### src/rtl/baccarat_pkg.sv
// Shared card codes, seven-segment patterns, slot enumeration and hand scoring
// for the Baccarat datapath.
package baccarat_pkg;

  localparam logic [3:0] CARD_EMPTY = 4'd0;
  localparam logic [3:0] CARD_ACE   = 4'd1;
  localparam logic [3:0] CARD_TEN   = 4'd10;
  localparam logic [3:0] CARD_JACK  = 4'd11;
  localparam logic [3:0] CARD_QUEEN = 4'd12;
  localparam logic [3:0] CARD_KING  = 4'd13;

  // Active-low segments, bit order {g,f,e,d,c,b,a}
  localparam logic [6:0] SEG_EMPTY = 7'b1111111;
  localparam logic [6:0] SEG_ACE   = 7'b0001000;
  localparam logic [6:0] SEG_TWO   = 7'b0100100;
  localparam logic [6:0] SEG_THREE = 7'b0110000;
  localparam logic [6:0] SEG_FOUR  = 7'b0011001;
  localparam logic [6:0] SEG_FIVE  = 7'b0010010;
  localparam logic [6:0] SEG_SIX   = 7'b0000010;
  localparam logic [6:0] SEG_SEVEN = 7'b1111000;
  localparam logic [6:0] SEG_EIGHT = 7'b0000000;
  localparam logic [6:0] SEG_NINE  = 7'b0010000;
  localparam logic [6:0] SEG_TEN   = 7'b1000000;
  localparam logic [6:0] SEG_JACK  = 7'b1100001;
  localparam logic [6:0] SEG_QUEEN = 7'b0011000;
  localparam logic [6:0] SEG_KING  = 7'b0001001;

  typedef enum logic [2:0] {
    SLOT_P1 = 3'd0,
    SLOT_P2 = 3'd1,
    SLOT_P3 = 3'd2,
    SLOT_D1 = 3'd3,
    SLOT_D2 = 3'd4,
    SLOT_D3 = 3'd5
  } card_slot_e;

  localparam int NUM_SLOTS = 6;

  // Only pip cards count; empty, ten, faces and invalid codes score zero
  function automatic logic [3:0] card_value(input logic [3:0] code);
    return (code >= 4'd1 && code <= 4'd9) ? code : 4'd0;
  endfunction

  function automatic logic [3:0] hand_score(input logic [3:0] c1,
                                            input logic [3:0] c2,
                                            input logic [3:0] c3);
    logic [4:0] sum;
    sum = {1'b0, card_value(c1)} + {1'b0, card_value(c2)} + {1'b0, card_value(c3)};
    if (sum >= 5'd20)
      sum = sum - 5'd20;
    else if (sum >= 5'd10)
      sum = sum - 5'd10;
    return sum[3:0];
  endfunction

endpackage

### src/rtl/card7seg.sv
// Card code to active-low seven-segment pattern; unused codes show blank.
module card7seg
  import baccarat_pkg::*;
(
  input  logic [3:0] card,
  output logic [6:0] seg
);

  always_comb begin
    seg = SEG_EMPTY;
    case (card)
      CARD_ACE:   seg = SEG_ACE;
      4'd2:       seg = SEG_TWO;
      4'd3:       seg = SEG_THREE;
      4'd4:       seg = SEG_FOUR;
      4'd5:       seg = SEG_FIVE;
      4'd6:       seg = SEG_SIX;
      4'd7:       seg = SEG_SEVEN;
      4'd8:       seg = SEG_EIGHT;
      4'd9:       seg = SEG_NINE;
      CARD_TEN:   seg = SEG_TEN;
      CARD_JACK:  seg = SEG_JACK;
      CARD_QUEEN: seg = SEG_QUEEN;
      CARD_KING:  seg = SEG_KING;
      default:    seg = SEG_EMPTY;
    endcase
  end

endmodule

### src/rtl/baccarat_datapath.sv
// Baccarat card registers, hand scoring, display drive and sticky
// dealing-order checker.
module baccarat_datapath
  import baccarat_pkg::*;
(
  input  logic       slow_clock,
  input  logic       resetb,
  input  logic [3:0] new_card,
  input  logic       load_pcard1,
  input  logic       load_pcard2,
  input  logic       load_pcard3,
  input  logic       load_dcard1,
  input  logic       load_dcard2,
  input  logic       load_dcard3,
  output logic [3:0] pscore,
  output logic [3:0] dscore,
  output logic [3:0] pcard3,
  output logic [6:0] HEX0,
  output logic [6:0] HEX1,
  output logic [6:0] HEX2,
  output logic [6:0] HEX3,
  output logic [6:0] HEX4,
  output logic [6:0] HEX5,
  output logic       deal_error
);

  logic [3:0] cards [NUM_SLOTS];
  logic [NUM_SLOTS-1:0] filled;
  logic [NUM_SLOTS-1:0] loads;
  logic [NUM_SLOTS-1:0] prereq_ok;
  logic one_hot;
  logic load_legal;

  always_comb begin
    loads = '0;
    loads[SLOT_P1] = load_pcard1;
    loads[SLOT_P2] = load_pcard2;
    loads[SLOT_P3] = load_pcard3;
    loads[SLOT_D1] = load_dcard1;
    loads[SLOT_D2] = load_dcard2;
    loads[SLOT_D3] = load_dcard3;
  end

  // Dealing order P1, D1, P2, D2, then P3 and D3 both hang off D2
  always_comb begin
    prereq_ok = '0;
    prereq_ok[SLOT_P1] = 1'b1;
    prereq_ok[SLOT_D1] = filled[SLOT_P1];
    prereq_ok[SLOT_P2] = filled[SLOT_D1];
    prereq_ok[SLOT_D2] = filled[SLOT_P2];
    prereq_ok[SLOT_P3] = filled[SLOT_D2];
    prereq_ok[SLOT_D3] = filled[SLOT_D2];
  end

  assign one_hot    = (loads != '0) && ((loads & (loads - 1'b1)) == '0);
  assign load_legal = one_hot && |(loads & ~filled & prereq_ok);

  always_ff @(posedge slow_clock) begin
    if (!resetb) begin
      for (int i = 0; i < NUM_SLOTS; i++)
        cards[i] <= CARD_EMPTY;
      filled     <= '0;
      deal_error <= 1'b0;
    end else if (loads != '0) begin
      if (load_legal) begin
        for (int i = 0; i < NUM_SLOTS; i++) begin
          if (loads[i]) begin
            cards[i]  <= new_card;
            filled[i] <= 1'b1;
          end
        end
      end else begin
        deal_error <= 1'b1;
      end
    end
  end

  assign pscore = hand_score(cards[SLOT_P1], cards[SLOT_P2], cards[SLOT_P3]);
  assign dscore = hand_score(cards[SLOT_D1], cards[SLOT_D2], cards[SLOT_D3]);
  assign pcard3 = cards[SLOT_P3];

  card7seg u_seg_p1 (.card(cards[SLOT_P1]), .seg(HEX0));
  card7seg u_seg_p2 (.card(cards[SLOT_P2]), .seg(HEX1));
  card7seg u_seg_p3 (.card(cards[SLOT_P3]), .seg(HEX2));
  card7seg u_seg_d1 (.card(cards[SLOT_D1]), .seg(HEX3));
  card7seg u_seg_d2 (.card(cards[SLOT_D2]), .seg(HEX4));
  card7seg u_seg_d3 (.card(cards[SLOT_D3]), .seg(HEX5));

endmodule
### config.mk
export PLATFORM = sky130hd
export DESIGN_NAME = baccarat_datapath
export DESIGN_NICKNAME = d
export VERILOG_FILES = /design/src/rtl/baccarat_pkg.sv /design/src/rtl/card7seg.sv /design/src/rtl/baccarat_datapath.sv
export SDC_FILE = /design/constraint.sdc
export NUM_CORES = 1
export LEC_CHECK = 0
export CORE_MARGIN = 2
export CORE_UTILIZATION = 55
export CTS_CLUSTER_SIZE = 24
export DETAILED_ROUTE_END_ITERATION = 7
export PLACE_DENSITY = 0.88
export SLEW_MARGIN = 10
export SYNTH_ARGS = -nofsm -noshare
export SYNTH_HDL_FRONTEND = slang
export SYNTH_SLANG_ARGS = --single-unit
### constraint.sdc
create_clock -name slow_clock -period 6.68 [get_ports slow_clock]
set_clock_uncertainty 0.05 [all_clocks]
set_input_delay 1.336 -clock slow_clock [delete_from_list [all_inputs] [get_ports slow_clock]]
set_output_delay 1.336 -clock slow_clock [all_outputs]
set_load 0.02 [all_outputs]
==> results of run 1 <==
==> cell type report <==
type                            instances  area, um^2
Clock inverter                          1        3.75
Timing Repair Buffer                   68         676
Tap cell                               96         120
Multi-Input combinational cell        365        2780
Inverter                               40         150
Fill cell                             550        2190
Clock buffer                            7        86.3
Sequential cell                        31         861
==> cells by family after synthesis <==
kind of cell,Yosys count,synth area share [%]
muxes,17,4.47
buffers and inverters,68,7.79
xor gates and xnor gates,4,0.887
DFF,31,21.8
adders and majority gates,53,18.7
and+or+nand+nor,173,27.5
AOI/OAI and AO/OA,118,18.9
==> through the flow <==
step / cells / total power, mW
2_1_floorplan: 464 / 0.452
3_3_place_gp: 600 / 0.550
3_5_place_dp: 600 / 0.562
4_1_cts: 608 / 0.709
5_1_grt: 608 / 0.749
6_report: 608 / 0.709
==> routing by layer <==
layer	part of all wire, %	track usage [%]	up-vias	wire length, um
met5	0	0	-	0
met2	47	36.0	101	4040
met1	47	31.6	1686	4030
li1	-	-	1752	-
met4	1.6	5.92	0	134
met3	4.4	2.05	13	378
==> power breakdown <==
group	switching (mW)	internal, mW	leakage (nW)
combinational	0.181	0.148	1.47
clock	0.0654	0.0823	0.0459
sequential	0.0171	0.215	0.308
total	0.264	0.445	1.82
==> sequential cells by signal (all words and copies together), names as in the netlist <==
signal	count
filled	6
cards	24
deal_error	1
==> worst register-to-register path, delay by kind of cell, from the launching register on <==
kind	cells	cell delay (ns)
simple gates	4	1.11
flops	1	0.36
buf+inv	1	0.40
==> final timing paths <==
check / end / slack [ns] / depth (start not counted)
max reg2reg: cards[3][1]$_SDFFCE_PN0P_ / 4.49 / 5
min: deal_error$_SDFFE_PN0P_ / 0.42 / 2
max: pscore[1] / 0.32 / 17
min reg2reg: deal_error$_SDFFE_PN0P_ / 0.42 / 2
==> cells in the final DEF, fill, tap and decap left out, types with 4 or more instances in the layout <==
cell type and n:
nor2b_1 8, fa_1 10, nand2_1 35, clkbuf_8 6, edfxtp_1 24, a21oi_1 22, inv_1 40, a211oi_1 4
mux2_2 5, dfxtp_1 7, nand3_1 10, a22o_1 4, and2_1 9, a221oi_1 5, nor2_1 44, o31ai_1 11
o21ai_0 41, nor4b_1 9, ha_1 43, clkdlybuf4s50_1 66, nand3b_1 5, nand2b_1 14, mux2i_1 12, a31oi_1 7
nor4b_2 17
==> out/results.txt, run 1 <==
Largest stage delay on the critical path: 0.62 ns
Cell area after technology mapping: 0.00395 mm^2
Number of max-cap violations: 0
WHS: 0.416 ns
Status: finished, final reports clean
Startpoint of the lowest-slack register-to-register path: filled[3]$_SDFFE_PN0P_
Max VDD drop: 119 uV
Die area: 0.00788 mm^2
GR Util All Layers: 22.1%
Starting DRT DRC Count: 191
Critical Path Fanout Max: 8
Maximum level of the CTS H-tree: 2
Worst slack at placement: 0.642 ns
Post-synth EDFFs: 24
Synthesized area per cell: 8.51 um^2
Number of buffers inserted by post-CTS setup repair: 0
Total wirelength of the detailed-routed design: 8580 um
Cell type with the highest aggregate area in the netlist: edfxtp_1
Dominant cell type by count on the critical path: ha_1
Layout overhead on the synthesized area: 18.5%
Via/cell ratio: 5.84
Via count of the first global-routing pass: 3141
First drt pass iteration count: 5
Die Wd: 88.7 um
Power per cell area: 151 mW/mm^2
Crit Path Class: flop to output port
Number of buffer and inverter stages on the critical path: 3
Count of yosys warnings during synthesis: 0
Via count of the routed design: 3552
Worst-Margin Slew: 0.598 ns
RSZ-0062 raised after global routing: false
Post-route minimum period: 6.36 ns
WP data required: 5.29 ns
Worst setup path start: cards[2][1]$_SDFFCE_PN0P_
Ports: 67
Deepest clock path buffer count: 2
Final HPWL DP: 6540 um
Final clock period utilization by the worst path: 95.2%
Synth cell types: 55
Max frequency: 0.157 GHz
Number of sinks handled by clock tree synthesis: 31
Post-route cell area: 0.00468 mm^2
Crit path DAT: 4.98 ns
Proportion of layout cells with a drive suffix above 1: 6.84%
Hold Path Class: flop to flop
Slowest cell on crit path: clkdlybuf4s50_1
Normalized max-slew margin: 59.7%
Synthesized instance count: 464
Final slew viol count: 0
Top area cells in the synthesized netlist: edfxtp_1 (18%), ha_1 (14%), nor4b_2 (6.5%)
Clock root cell: clkbuf_8
Clock network latency to the later pin of the worst-skew pair: 0.28 ns
Largest net degree at the start of global routing: 37
Leading cell types by count after synthesis: nor2_1 (45), ha_1 (43), o21ai_0 (41)
Overflow left after global routing: 0
Average wire per cell in the routed design: 14.1 um
TritonCTS clock tree: done
Clock transition time at the flip-flop clock pins of the worst setup and hold paths: 0.06 ns
Post-synthesis async set-or-reset flop share: 0%
Chip Height: 88.7 um
Gpl congestion: 0.877
Worst Setup Start Kind: flop
Proportion of netlist area held by the largest area contributor: 18.2%
Most instantiated library cell after synthesis: nor2_1
Cell Rows: 30
Launch point of the worst hold path: deal_error$_SDFFE_PN0P_
Number of hold buffers added after cts: 0
Number of cells upsized or downsized after cts: 0
Number of input and output port buffers inserted: 66
Type of destination of the critical path: output port
Count of final setup violators: 0
Register area share after synthesis: 21.8%
Category of cells accounting for the largest share of critical-path delay: adder cells
Worst setup margin: 0.318 ns
Total Nets Final: 576
Reported leakage power: 1.82 nW
Standard cell core area: 0.00687 mm^2
Final Hold Fails: 0
#FFs+latches synth: 31
Mapped Nets: 529
Setup TNS: 0 ns
CTS Buf Count: 5
Initial antenna violation count: 0
Initial core utilization: 57.5%
Ordered list of cells on the worst path: inv_1 > ha_1 > nor2_1 > o21a_1 > a31oi_1 > and2_1 > fa_1 > ha_1 > fa_1 > xor2_1 > inv_1 > ha_1 > nor3b_1 > or4_1 > a211o_1 > o211ai_1 > clkdlybuf4s50_1
Placement-stage cell area: 0.00459 mm^2
Prevailing post-synth register cell: edfxtp_1
First-pass GRT wire length: 14200 um
ANT cells: 0
Post-route core utilization: 68.1%
Number of nets with antenna violations after routing: 0
Drt drc: 0
Note: power is estimated with default switching activity, not from simulation.
==> run 2, diff against run 1 <==
Settings changed: CORE_MARGIN 2 to unset.
==> run 2 against run 1 <==
Compared with the run above:
- power grew 1.9%
- critical path depth stayed put
- combinational power about the same
- largest power group unchanged
- clock-buffer cell count up 1
- sequential cell count did not move
- core utilization grew 0.15 points
- routed wire length increased by 2.8%
- first-iteration DRC count up 6.8%
- hold slack worse by 0.0061 ns
- largest cell class unchanged
- register-to-register slack got worse by 0.02 ns
==> out/results.txt, run 2 (same netlist as run 1, synthesis figures left out) <==
Top routing layer used: met4 (unchanged)
Final Hold Fails: 0 (unchanged)
Number of input and output port buffers inserted: 66 (unchanged)
Final clock period utilization by the worst path: 96.0% (was 95.2%)
Maximum level of the CTS H-tree: 2 (unchanged)
Top library cells by usage in the layout, fill and taps aside: clkdlybuf4s50_1 (66), nor2_1 (44), ha_1 (43) (unchanged)
Initial core utilization: 57.5% (unchanged)
Clock transition time at the flip-flop clock pins of the worst setup and hold paths: 0.06 ns (about the same)
Ports: 67 (unchanged)
Worst setup path start: cards[2][1]$_SDFFCE_PN0P_ (unchanged)
Total wirelength of the detailed-routed design: 8820 um (was 8580 um)
Launch point of the worst hold path: filled[5]$_SDFFE_PN0P_ (was deal_error$_SDFFE_PN0P_)
Die Wd: 86.7 um (was 88.7 um)
Layout overhead on the synthesized area: 18.8% (was 18.5%)
Normalized max-slew margin: 25.2% (was 59.7%)
Finished Layout Cells: 608 (unchanged)
Reported leakage power: 1.83 nW (was 1.82 nW)
First-pass GRT wire length: 14200 um (about the same)
Largest net degree at the start of global routing: 32 (was 37)
Die area: 0.00752 mm^2 (was 0.00788 mm^2)
Worst slack at placement: 0.630 ns (was 0.642 ns)
ANT cells: 0 (unchanged)
Starting DRT DRC Count: 204 (was 191)
Drt drc: 0 (unchanged)
Cell Rows: 30 (unchanged)
Overflow left after global routing: 0 (unchanged)
Status: finished, final reports clean (unchanged)
Gpl congestion: 0.959 (was 0.877)
Clock network latency to the later pin of the worst-skew pair: 0.28 ns (about the same)
Via count of the first global-routing pass: 3152 (was 3141)
Critical Path Fanout Max: 8 (unchanged)
Largest register by flop count: cards (unchanged)
Routed length on met2: 4240 um (was 4040 um)
Clock root cell: clkbuf_8 (unchanged)
Number of hold buffers added after cts: 0 (unchanged)
TritonCTS clock tree: done (unchanged)
Crit path DAT: 5.03 ns (was 4.98 ns)
Count of final setup violators: 0 (unchanged)
Worst Setup Start Kind: flop (unchanged)
Worst setup margin: 0.266 ns (was 0.318 ns)
Length of routed wiring on met1: 4030 um (about the same)
Worst-Margin Slew: 1.12 ns (was 0.598 ns)
Max VDD drop: 144 uV (was 119 uV)
Placed cell count: 600 (unchanged)
Final HPWL DP: 6630 um (was 6540 um)
Max frequency: 0.156 GHz (was 0.157 GHz)
Power per cell area: 154 mW/mm^2 (was 151 mW/mm^2)
RSZ-0062 raised after global routing: false (unchanged)
Post-route minimum period: 6.41 ns (was 6.36 ns)
Total Nets Final: 576 (unchanged)
WP data required: 5.29 ns (about the same)
Fill cell total of the finished layout: 538 (was 550)
Setup TNS: 0 ns (unchanged)
Number of flip-flops in the largest register: 24 (unchanged)
Startpoint of the lowest-slack register-to-register path: filled[3]$_SDFFE_PN0P_ (unchanged)
Sum of met3 wire segment lengths after detailed routing: 423 um (was 378 um)
Number of max-cap violations: 0 (unchanged)
Chip Height: 86.7 um (was 88.7 um)
Type of destination of the critical path: output port (unchanged)
Hold Path Class: flop to flop (unchanged)
Standard cell core area: 0.00687 mm^2 (unchanged)
Number of cells upsized or downsized after cts: 0 (unchanged)
Deepest clock path buffer count: 2 (unchanged)
Final slew viol count: 0 (unchanged)
Number of sinks handled by clock tree synthesis: 31 (unchanged)
First drt pass iteration count: 6 (was 5)
Via/cell ratio: 5.95 (was 5.84)
Via count of the routed design: 3618 (was 3552)
CTS Buf Count: 5 (unchanged)
Initial antenna violation count: 0 (unchanged)
GR Util All Layers: 23.6% (was 22.1%)
Number of nets with antenna violations after routing: 0 (unchanged)
WHS: 0.410 ns (was 0.416 ns)
Largest registers: cards: 24 flops, filled: 6 flops, deal_error: 1 flops (unchanged)
Average wire per cell in the routed design: 14.5 um (was 14.1 um)
Number of buffers inserted by post-CTS setup repair: 0 (unchanged)
Proportion of layout cells with a drive suffix above 1: 7.03% (was 6.84%)
Most common cell after layout, fill and taps aside: clkdlybuf4s50_1 (unchanged)
Crit Path Class: flop to output port (unchanged)
==> run 2: final timing paths <==
check | end | slack, ns | depth (start not counted)
hold reg to reg | filled[5]$_SDFFE_PN0P_ | 0.41 | 2
hold / removal | filled[5]$_SDFFE_PN0P_ | 0.41 | 2
setup / recovery | pscore[1] | 0.27 | 17
setup reg to reg | cards[3][1]$_SDFFCE_PN0P_ | 4.47 | 5
==> run 2: worst max-delay path, stage by stage, from the launching register on <==
cell	delay (ns)
edfxtp_1	0.50
inv_1	0.18
ha_1	0.21
nor2_1	0.08
o21a_1	0.17
a31oi_1	0.20
and2_1	0.19
fa_1	0.43
ha_1	0.24
fa_1	0.38
xor2_1	0.31
inv_1	0.11
ha_1	0.20
nor3b_1	0.15
or4_1	0.40
a211o_1	0.30
o211ai_1	0.08
clkdlybuf4s50_1	0.62
==> run 2: routing by layer <==
layer	track usage [%]	vias to the layer above
met1	32.0	1723
met2	39.7	124
met5	0	-
li1	-	1758
met3	3.14	13
met4	6.67	0
==> run 2: where the power goes <==
part / total [mW] / switching (mW) / internal, mW / leakage (nW)
logic: 0.329 / 0.182 / 0.147 / 1.47
registers: 0.232 / 0.0170 / 0.215 / 0.308
clock network: 0.161 / 0.0668 / 0.0939 / 0.0515
==> run 2: cell type report <==
type	instances	area [um^2]	share of cell area [%]
multi-input cells	365	2780	59.3
flip-flops and latches	31	861	18.4
repair buffers	68	676	14.4
inverters	40	150	3.20
well taps	96	120	2.56
clock buffers	8	100	2.13
==> run 2: metrics by stage <==
stage,power [mW],util (%),cell area [um^2]
after floorplan,0.452,-,3950
after global placement,0.549,66.8,4590
after detailed placement,0.563,66.8,4590
after CTS,0.722,68.3,4690
after global routing,0.765,68.3,4690
final,0.722,68.3,4690
